## config.mk

```make
export PLATFORM = sky130hd
export DESIGN_NAME = hpu_palette_stage
export DESIGN_NICKNAME = d
export VERILOG_FILES = /design/src/rtl/hpu_palette_stage.sv
export SDC_FILE = /design/constraint.sdc
export NUM_CORES = 1
export LEC_CHECK = 0
export ABC_AREA = 0
export CAP_MARGIN = 20
export CORE_UTILIZATION = 35
export CTS_BUF_LIST = sky130_fd_sc_hd__clkbuf_4
export DETAILED_ROUTE_END_ITERATION = 16
export SYNTH_ARGS = -nofsm -noshare
export SYNTH_HDL_FRONTEND = slang
export SYNTH_SLANG_ARGS = --single-unit
```

## constraint.sdc

```tcl
create_clock -name clk -period 2.6 [get_ports clk]
set_input_delay 0.52 -clock clk [delete_from_list [all_inputs] [get_ports clk]]
set_output_delay 0.52 -clock clk [all_outputs]
set_load 0.01 [all_outputs]
```

## src/rtl/hpu_palette_stage.sv

```systemverilog
// hpu_palette_stage: 32-entry RGB565 palette, reloaded from video memory at every vblank and after reset.
// Define HPU_PAL_BACKDROP_EN to make colour index 0 of every palette show entry 0.
module hpu_palette_stage #(
    parameter logic [15:0] PAL_BASE = 16'h2AC0,
    parameter int          ACTIVE_W = 800,
    parameter int          ACTIVE_H = 480
) (
    input  logic        clk,
    input  logic        reset,
    input  logic [9:0]  true_line,
    input  logic [9:0]  true_column,
    input  logic [4:0]  pixel_in,
    output logic [15:0] addr_out,
    input  logic [7:0]  data_in,
    output logic [15:0] rgb_out,
    output logic        de_out,
    output logic        pal_busy
);
    typedef enum logic [1:0] {IDLE, ISSUE_LO, ISSUE_HI, CAPTURE} state_t;
    localparam logic [9:0] W10 = 10'(ACTIVE_W);
    localparam logic [9:0] H10 = 10'(ACTIVE_H);
    state_t      state;
    logic [4:0]  idx;
    logic [7:0]  lo_byte;
    logic        boot;
    logic [15:0] pal [32];
    logic        active;
    logic        trigger;
    logic [4:0]  sel;
    logic [15:0] entry_addr;
    assign active     = (true_column < W10) && (true_line < H10);
    assign trigger    = (true_line == H10) && (true_column == 10'd0);
    assign entry_addr = PAL_BASE + {10'd0, idx, 1'b0};
`ifdef HPU_PAL_BACKDROP_EN
    assign sel = (pixel_in[2:0] == 3'd0) ? 5'd0 : pixel_in;
`else
    assign sel = pixel_in;
`endif
    // boot forces a load on the first cycle out of reset without waiting for vblank
    always_ff @(posedge clk) begin
        if (!reset) begin
            state    <= IDLE;
            idx      <= '0;
            addr_out <= '0;
            lo_byte  <= '0;
            pal_busy <= 1'b0;
            boot     <= 1'b1;
            rgb_out  <= '0;
            de_out   <= 1'b0;
            for (int i = 0; i < 32; i++) pal[i] <= '0;
        end else begin
            rgb_out <= active ? pal[sel] : 16'h0000;
            de_out  <= active;
            case (state)
                IDLE: if (boot || trigger) begin
                    state    <= ISSUE_LO;
                    idx      <= '0;
                    addr_out <= PAL_BASE;
                    pal_busy <= 1'b1;
                    boot     <= 1'b0;
                end
                ISSUE_LO: begin
                    state    <= ISSUE_HI;
                    addr_out <= entry_addr + 16'd1;
                end
                ISSUE_HI: begin
                    state   <= CAPTURE;
                    lo_byte <= data_in;
                end
                CAPTURE: begin
                    pal[idx] <= {data_in, lo_byte};
                    if (idx == 5'd31) begin
                        state    <= IDLE;
                        pal_busy <= 1'b0;
                    end else begin
                        state    <= ISSUE_LO;
                        idx      <= idx + 5'd1;
                        addr_out <= entry_addr + 16'd2;
                    end
                end
                default: state <= IDLE;
            endcase
        end
    end
endmodule

```

==> metrics, run 1 <==
Relative slew margins about a quarter; RSZ-0062 raised after global routing false; clock latency on the worst-skew pair 0.98 ns; routed via count between 10000 and 15000; switching share of power 25.2%; status finished, final reports clean; I/O pins approximately 70; maximum vdd drop between 300 and 400 uV; crit path time final approximately 2.5 ns; total power draw roughly 21 mW; H-tree levels 4; sequential share of the synthesized area around 65%; clock share of power a little under 40%; worst r2r src idx[2]$_SDFFE_PN0P_; routability-driven placement congestion ratio about 0.81; core area 0.0706 mm^2; FF+latch count, synth 556; P_sw 5.35 mW; crit-path max cell delay 0.59 ns; WP data arrival 1.95 ns; sequence of cells on the critical path clkdlybuf4s50_1; pwr/cell area slightly above 700 mW/mm^2; DRT Pass-1 Iters 5; DRT iter0 DRCs roughly 1200; first-pass GRT wire length ~96000 um; worst hold path type input pin to flip-flop; Int Power ~16 mW; post-synthesis cell area roughly 0.025 mm^2; CP bufs+invs 1; Worst-path clk slew 0.06 ns; GR Overflow Total 0; Worst setup EP type primary output; wirelength, routed 64300 um; final setup fails 0; largest net degree at the start of global routing 38; Critical Path Start Type flip-flop; hold_buf cts 0; port buffer count between 60 and 70; Fin. Hold Viols 0; Synth Area per Inst 14.9 um^2; combinational power share between 10% and 20%; Worst Skew 0.0573 ns; register share of total power 49.6%; CP max stage cell clkdlybuf4s50_1; vias per cell 5.04; total track usage 17.8%; Post-DRT Antenna Nets 0; CP max FO 1; HP Start pixel_in[3]; final net count between 1500 and 2000; die width approximately 270 um; dpl hpwl about 40000 um; WP data required ~2.1 ns; WS Path Type flip-flop to primary output; origin of the worst setup path rgb_out[6]$_SDFF_PN0_; die area 0.0730 mm^2; CTS max path bufs 3; WL/cell ~22 um; Placed Instances roughly 2700; DRC 0; Syn. warnings 0; final std cells w/o fill between 2000 and 3000; # Post-CTS Setup Buffers 0; Area Growth Syn to Fin 18.9%; fmax approximately 0.40 GHz; layout cells sized above 1 about 27%; Cells after Synth 1694; Starting Density 35.6%; initial antenna violation count 3; Num CTS Buffers 151; standby leakage power ~11 nW; vias in the first global route approximately 15000; CTS tree yes; Crit path max-delay family buffers and inverters; post-synth cell types 43; row count 97; post-cts resize count 0; final worst-path cycle share between 90% and 100%; worst slew pin tran about 1.1 ns; count of pins over their slew limit 0; Max-Cap Viols 0; Die Height ~270 um; clock sinks around 560; CTS Root Cell clkbuf_4
-- state kept, by name (all words and copies together), names as in the netlist --
register	count
pal_busy	1
addr_out	10
pal	512
boot	1
rgb_out	16
state	2
lo_byte	8
de_out	1
idx	5
-- power groups by stage --
stage | clock network, mW | logic [mW] | registers [mW]
6_report | 8.16 | 2.53 | 10.5
4_1_cts | 8.36 | 2.55 | 10.5
3_5_place_dp | 0 | 2.53 | 10.7
2_1_floorplan | 0 | 1.43 | 10.6
5_1_grt | 8.85 | 2.72 | 10.6
3_3_place_gp | 0 | 2.51 | 10.7
-- per-stage QoR --
stage	setup WS (ns)	util (%)	TNS, ns	area (um^2)	hold WS (ns)
finish	0.129	42.4	0	29900	0.249
global route	0.0267	42.4	0	29900	0.198
CTS	0.0486	42.3	0	29900	0.167
detailed placement	-0.242	39.4	-31.99	27900	0.469
global placement	-0.334	39.3	-64.10	27800	0.462
floorplan	-0.0502	-	-6.45	25200	0.445
-- cell usage in the layout (no fill, tap or decap), types with 8 or more instances in the layout --
master	n
and2_1	512
edfxtp_1	512
clkbuf_4	224
mux4_2	128
buf_4	87
o21ai_1	63
clkdlybuf4s50_1	60
nand2_1	44
dfxtp_1	44
nor2_1	43
mux2i_1	41
buf_12	39
mux2_2	32
clkinv_1	21
a21oi_1	17
o22ai_1	16
o21ai_0	14
buf_6	11
nand3_1	9
ha_1	9
diode_2	8
inv_1	8
-- routing by layer --
layer	vias up	track usage [%]	wire, um
li1	6706	-	-
met4	0	5.78	1300
met3	95	4.34	4220
met1	7528	23.2	27500
met2	545	29.0	31300
met5	-	0	0
-- cell families (layout without fill, tap and decap cells) --
kind of cell	after synthesis	count (layout)	share of synthesized area, %
AO/OA/AOI/OAI	126	126	2.79
adder cells (fa/ha/maj)	9	9	0.447
buffers and inverters	162	469	2.63
flip-flops	556	556	64.6
multiplexers	201	201	14.5
other	1	12	0.0149
AND/OR/NAND/NOR	639	639	15.1
-- cell usage after synthesis, drive strengths merged --
| master | n | share of area (%) |
|---|---|---|
| clkbuf | 112 | 1.7 |
| o2111a | 1 | 0.045 |
| and3 | 3 | 0.075 |
| or4 | 3 | 0.089 |
| dfxtp | 44 | 3.5 |
| o211a | 1 | 0.040 |
| ha | 9 | 0.45 |
| or3b | 2 | 0.070 |
| mux4 | 128 | 11 |
| o22ai | 16 | 0.40 |
| or2 | 1 | 0.025 |
| a31oi | 1 | 0.025 |
| nand3b | 2 | 0.060 |
| nor2 | 43 | 0.64 |
| edfxtp | 512 | 61 |
| a21oi | 17 | 0.34 |
| mux2i | 41 | 1.6 |
| nor4 | 3 | 0.12 |
| nor3 | 3 | 0.060 |
| buf | 42 | 0.84 |
| conb | 1 | 0.015 |
| nor3b | 1 | 0.030 |
| a22oi | 2 | 0.060 |
| o311a | 1 | 0.040 |
| nand3 | 9 | 0.18 |
| o31ai | 3 | 0.089 |
| nand4 | 4 | 0.099 |
| or3 | 2 | 0.050 |
| inv | 8 | 0.12 |
| and2 | 512 | 13 |
| o31a | 2 | 0.070 |
| nand2 | 44 | 0.66 |
| a211oi | 3 | 0.089 |
| o21ai | 77 | 1.5 |
| nand2b | 4 | 0.099 |
| nor2b | 3 | 0.075 |
| o21a | 1 | 0.030 |
| mux2 | 32 | 1.4 |
| a311oi | 1 | 0.035 |
-- worst paths after layout --
| check | end | slack, ns | cells after the start |
|---|---|---|---|
| worst max register to register | pal[19][13]$_SDFFCE_PN0P_ | 0.20 | 4 |
| worst min register to register | boot$_SDFFE_PN1P_ | 0.47 | 2 |
| worst max-delay path | rgb_out[6] | 0.13 | 1 |
| worst min-delay path | rgb_out[9]$_SDFF_PN0_ | 0.25 | 3 |
-- cell type report --
type | instances | area (um^2)
antenna | 8 | 20.0
fill | 6390 | 40700
clock inverter | 37 | 317
inverter | 8 | 30.0
clock buffer | 224 | 1680
multi-input combinational | 979 | 8270
sequential | 556 | 16300
timing repair buffer | 200 | 2190
tap | 940 | 1180
-- worst reg2reg max path, cell delays in order (launching register included) --
cell     delay (ns)
dfxtp_1        0.41
buf_12         0.19
or3b_1         0.51
nor2_1         0.89
and2_1         0.25
Note: power is estimated with default switching activity, not from simulation.
==> inputs of run 2 (changes only) <==
--- a/config.mk
+++ b/config.mk
@@ -8,7 +8,9 @@
 export ABC_AREA = 0
 export CAP_MARGIN = 20
-export CORE_UTILIZATION = 35
+export CORE_UTILIZATION = 58
 export CTS_BUF_LIST = sky130_fd_sc_hd__clkbuf_4
 export DETAILED_ROUTE_END_ITERATION = 16
+export GPL_TIMING_DRIVEN = 1
+export PLACE_DENSITY = 0.79
 export SYNTH_ARGS = -nofsm -noshare
 export SYNTH_HDL_FRONTEND = slang
==> constraint.sdc (replaced) <==
create_clock -name clk -period 2.6 [get_ports clk]
set_input_delay 0.78 -clock clk [delete_from_list [all_inputs] [get_ports clk]]
set_output_delay 0.78 -clock clk [all_outputs]
set_load 0.01 [all_outputs]
==> run 2 against run 1 <==
  * Clock skew rose by 0.0049 ns
  * Combinational power barely moved
  * Largest power group unchanged
  * Die area fell by 39%
  * Non-clock buffer count fell by 5
  * Final cell count fell by 13%
  * Sequential cell count did not move
  * Worst hold slack improved by 0.22 ns
==> metrics, run 2 (synthesized netlist as in run 1, its figures left out) <==
row count 75; pwr/cell area between 700 and 800 mW/mm^2; core area around 0.042 mm^2; WS Path Type flip-flop to primary output; CP max FO 1; footprint of the multi-input gates just over 0.008 mm^2; origin of the worst setup path rgb_out[8]$_SDFF_PN0_; crit path time final between 2 and 3 ns; Crit path max-delay family buffers and inverters; total power draw approximately 21 mW; WP data arrival roughly 1.8 ns; routed via count about 15000; Worst setup EP type primary output; worst hold path type flip-flop to flip-flop; die area 0.0443 mm^2; largest net degree at the start of global routing 39; hold_buf cts 0; # Post-CTS Setup Buffers 0; final design utilization between 60% and 70%; vias per cell a little under 6; vias in the first global route 15600; maximum vdd drop slightly above 600 uV; CTS Root Cell clkbuf_4; DRT iter0 DRCs ~1800; DRC 0; total track usage about 29%; Reg with most FFs pal; standby leakage power around 11 nW; dpl hpwl around 38000 um; Num CTS Buffers roughly 140; WP data required 1.82 ns; WL/cell approximately 24 um; Critical Path Start Type flip-flop; fmax approximately 0.40 GHz; worst slew pin tran between 1 and 1.5 ns; count of pins over their slew limit 0; sequence of cells on the critical path clkdlybuf4s50_1; CTS tree yes; Top Registers pal x512, rgb_out x16, addr_out x10; Worst-path clk slew approximately 0.060 ns; DRT Pass-1 Iters 5; final std cells w/o fill 2568; Relative slew margins 22.0%; CP max stage cell clkdlybuf4s50_1; Placed Instances roughly 2300; Max-Cap Viols 0; CTS max path bufs 3; port buffer count between 60 and 70; Die Height about 210 um; final setup fails 0; Setup WS post-layout between 0.07 and 0.08 ns; Largest register FFs 512; Worst Skew approximately 0.062 ns; final worst-path cycle share between 90% and 100%; setup TNS 0 ns; R2R setup slack ~0.11 ns; Starting Density between 50 and 60%; die width ~210 um; wirelength, routed 61100 um; Area Growth Syn to Fin 16.3%; GR Overflow Total 0; routability-driven placement congestion ratio 0.867; FF/Latch Area between 0.015 and 0.02 mm^2; Post-DRT Antenna Nets 0; pre-CTS setup slack -0.465 ns; crit-path max cell delay around 0.55 ns; Fin. Hold Viols 0; worst r2r src idx[3]$_SDFFE_PN0P_; clock sinks 556; I/O pins between 60 and 70; layout cells sized above 1 between 20% and 30%; most frequent cells in the layout 512 x and2_1, 512 x edfxtp_1, 222 x clkbuf_4; status finished, final reports clean; FILL cells roughly 2800; initial antenna violation count 3; clock latency on the worst-skew pair just under 0.9 ns; first-pass GRT wire length approximately 90000 um; final net count approximately 1900; CP bufs+invs 1; RSZ-0062 raised after global routing true; H-tree levels 4; HP Start boot$_SDFFE_PN1P_
## run 2: cell types whose count changed in the layout (fill, tap and decap cells not counted), sizes merged, moves of 4 or more
cell | before | now
clkinv | 24 | 14
diode | 8 | 4
inv | 12 | 17
buf | 138 | 134
## run 2: final timing paths
kind	endpoint	depth (start not counted)
worst max register to register	pal[8][5]$_SDFFCE_PN0P_	3
worst min register to register	boot$_SDFFE_PN1P_	2
worst max-delay path	rgb_out[8]	1
worst min-delay path	boot$_SDFFE_PN1P_	2
## run 2: metrics by stage
stage	instance area (um^2)	hold slack [ns]
CTS	29200	0.477
finish	29300	0.473
floorplan	25200	0.445
global route	29300	0.507
detailed placement	27400	0.467
global placement	27300	0.460
## run 2: where the power goes
| part | internal, mW | switching, mW | leakage [nW] | total [mW] |
|---|---|---|---|---|
| clock network | 4.16 | 3.45 | 1.12 | 7.61 |
| logic | 1.10 | 1.42 | 4.24 | 2.52 |
| registers | 10.2 | 0.270 | 5.35 | 10.5 |
| total | 15.5 | 5.13 | 10.7 | 20.6 |
## run 2: layout make-up
cell class                 count  share of cell area [%]
inverter                       8                   0.103
antenna                        4                  0.0342
tap                          577                    2.46
multi-input combinational    979                    28.3
timing repair buffer         195                    7.33
clock inverter                27                   0.628
clock buffer                 222                    5.69
sequential                   556                    55.5
## run 2: layer usage
layer	GRT usage (%)	part of all wire [%]	up-vias
met2	45.7	49	784
met5	0	0	-
li1	-	-	6657
met4	14.1	3.8	0
met1	37.1	39	7577
met3	6.18	8.7	139
## run 2: repair_timing
action | CTS | global route
endpoints found under the setup margin | 0 | 17
endpoints found under the hold margin | 0 | 0
gates resized for setup | 0 | 4
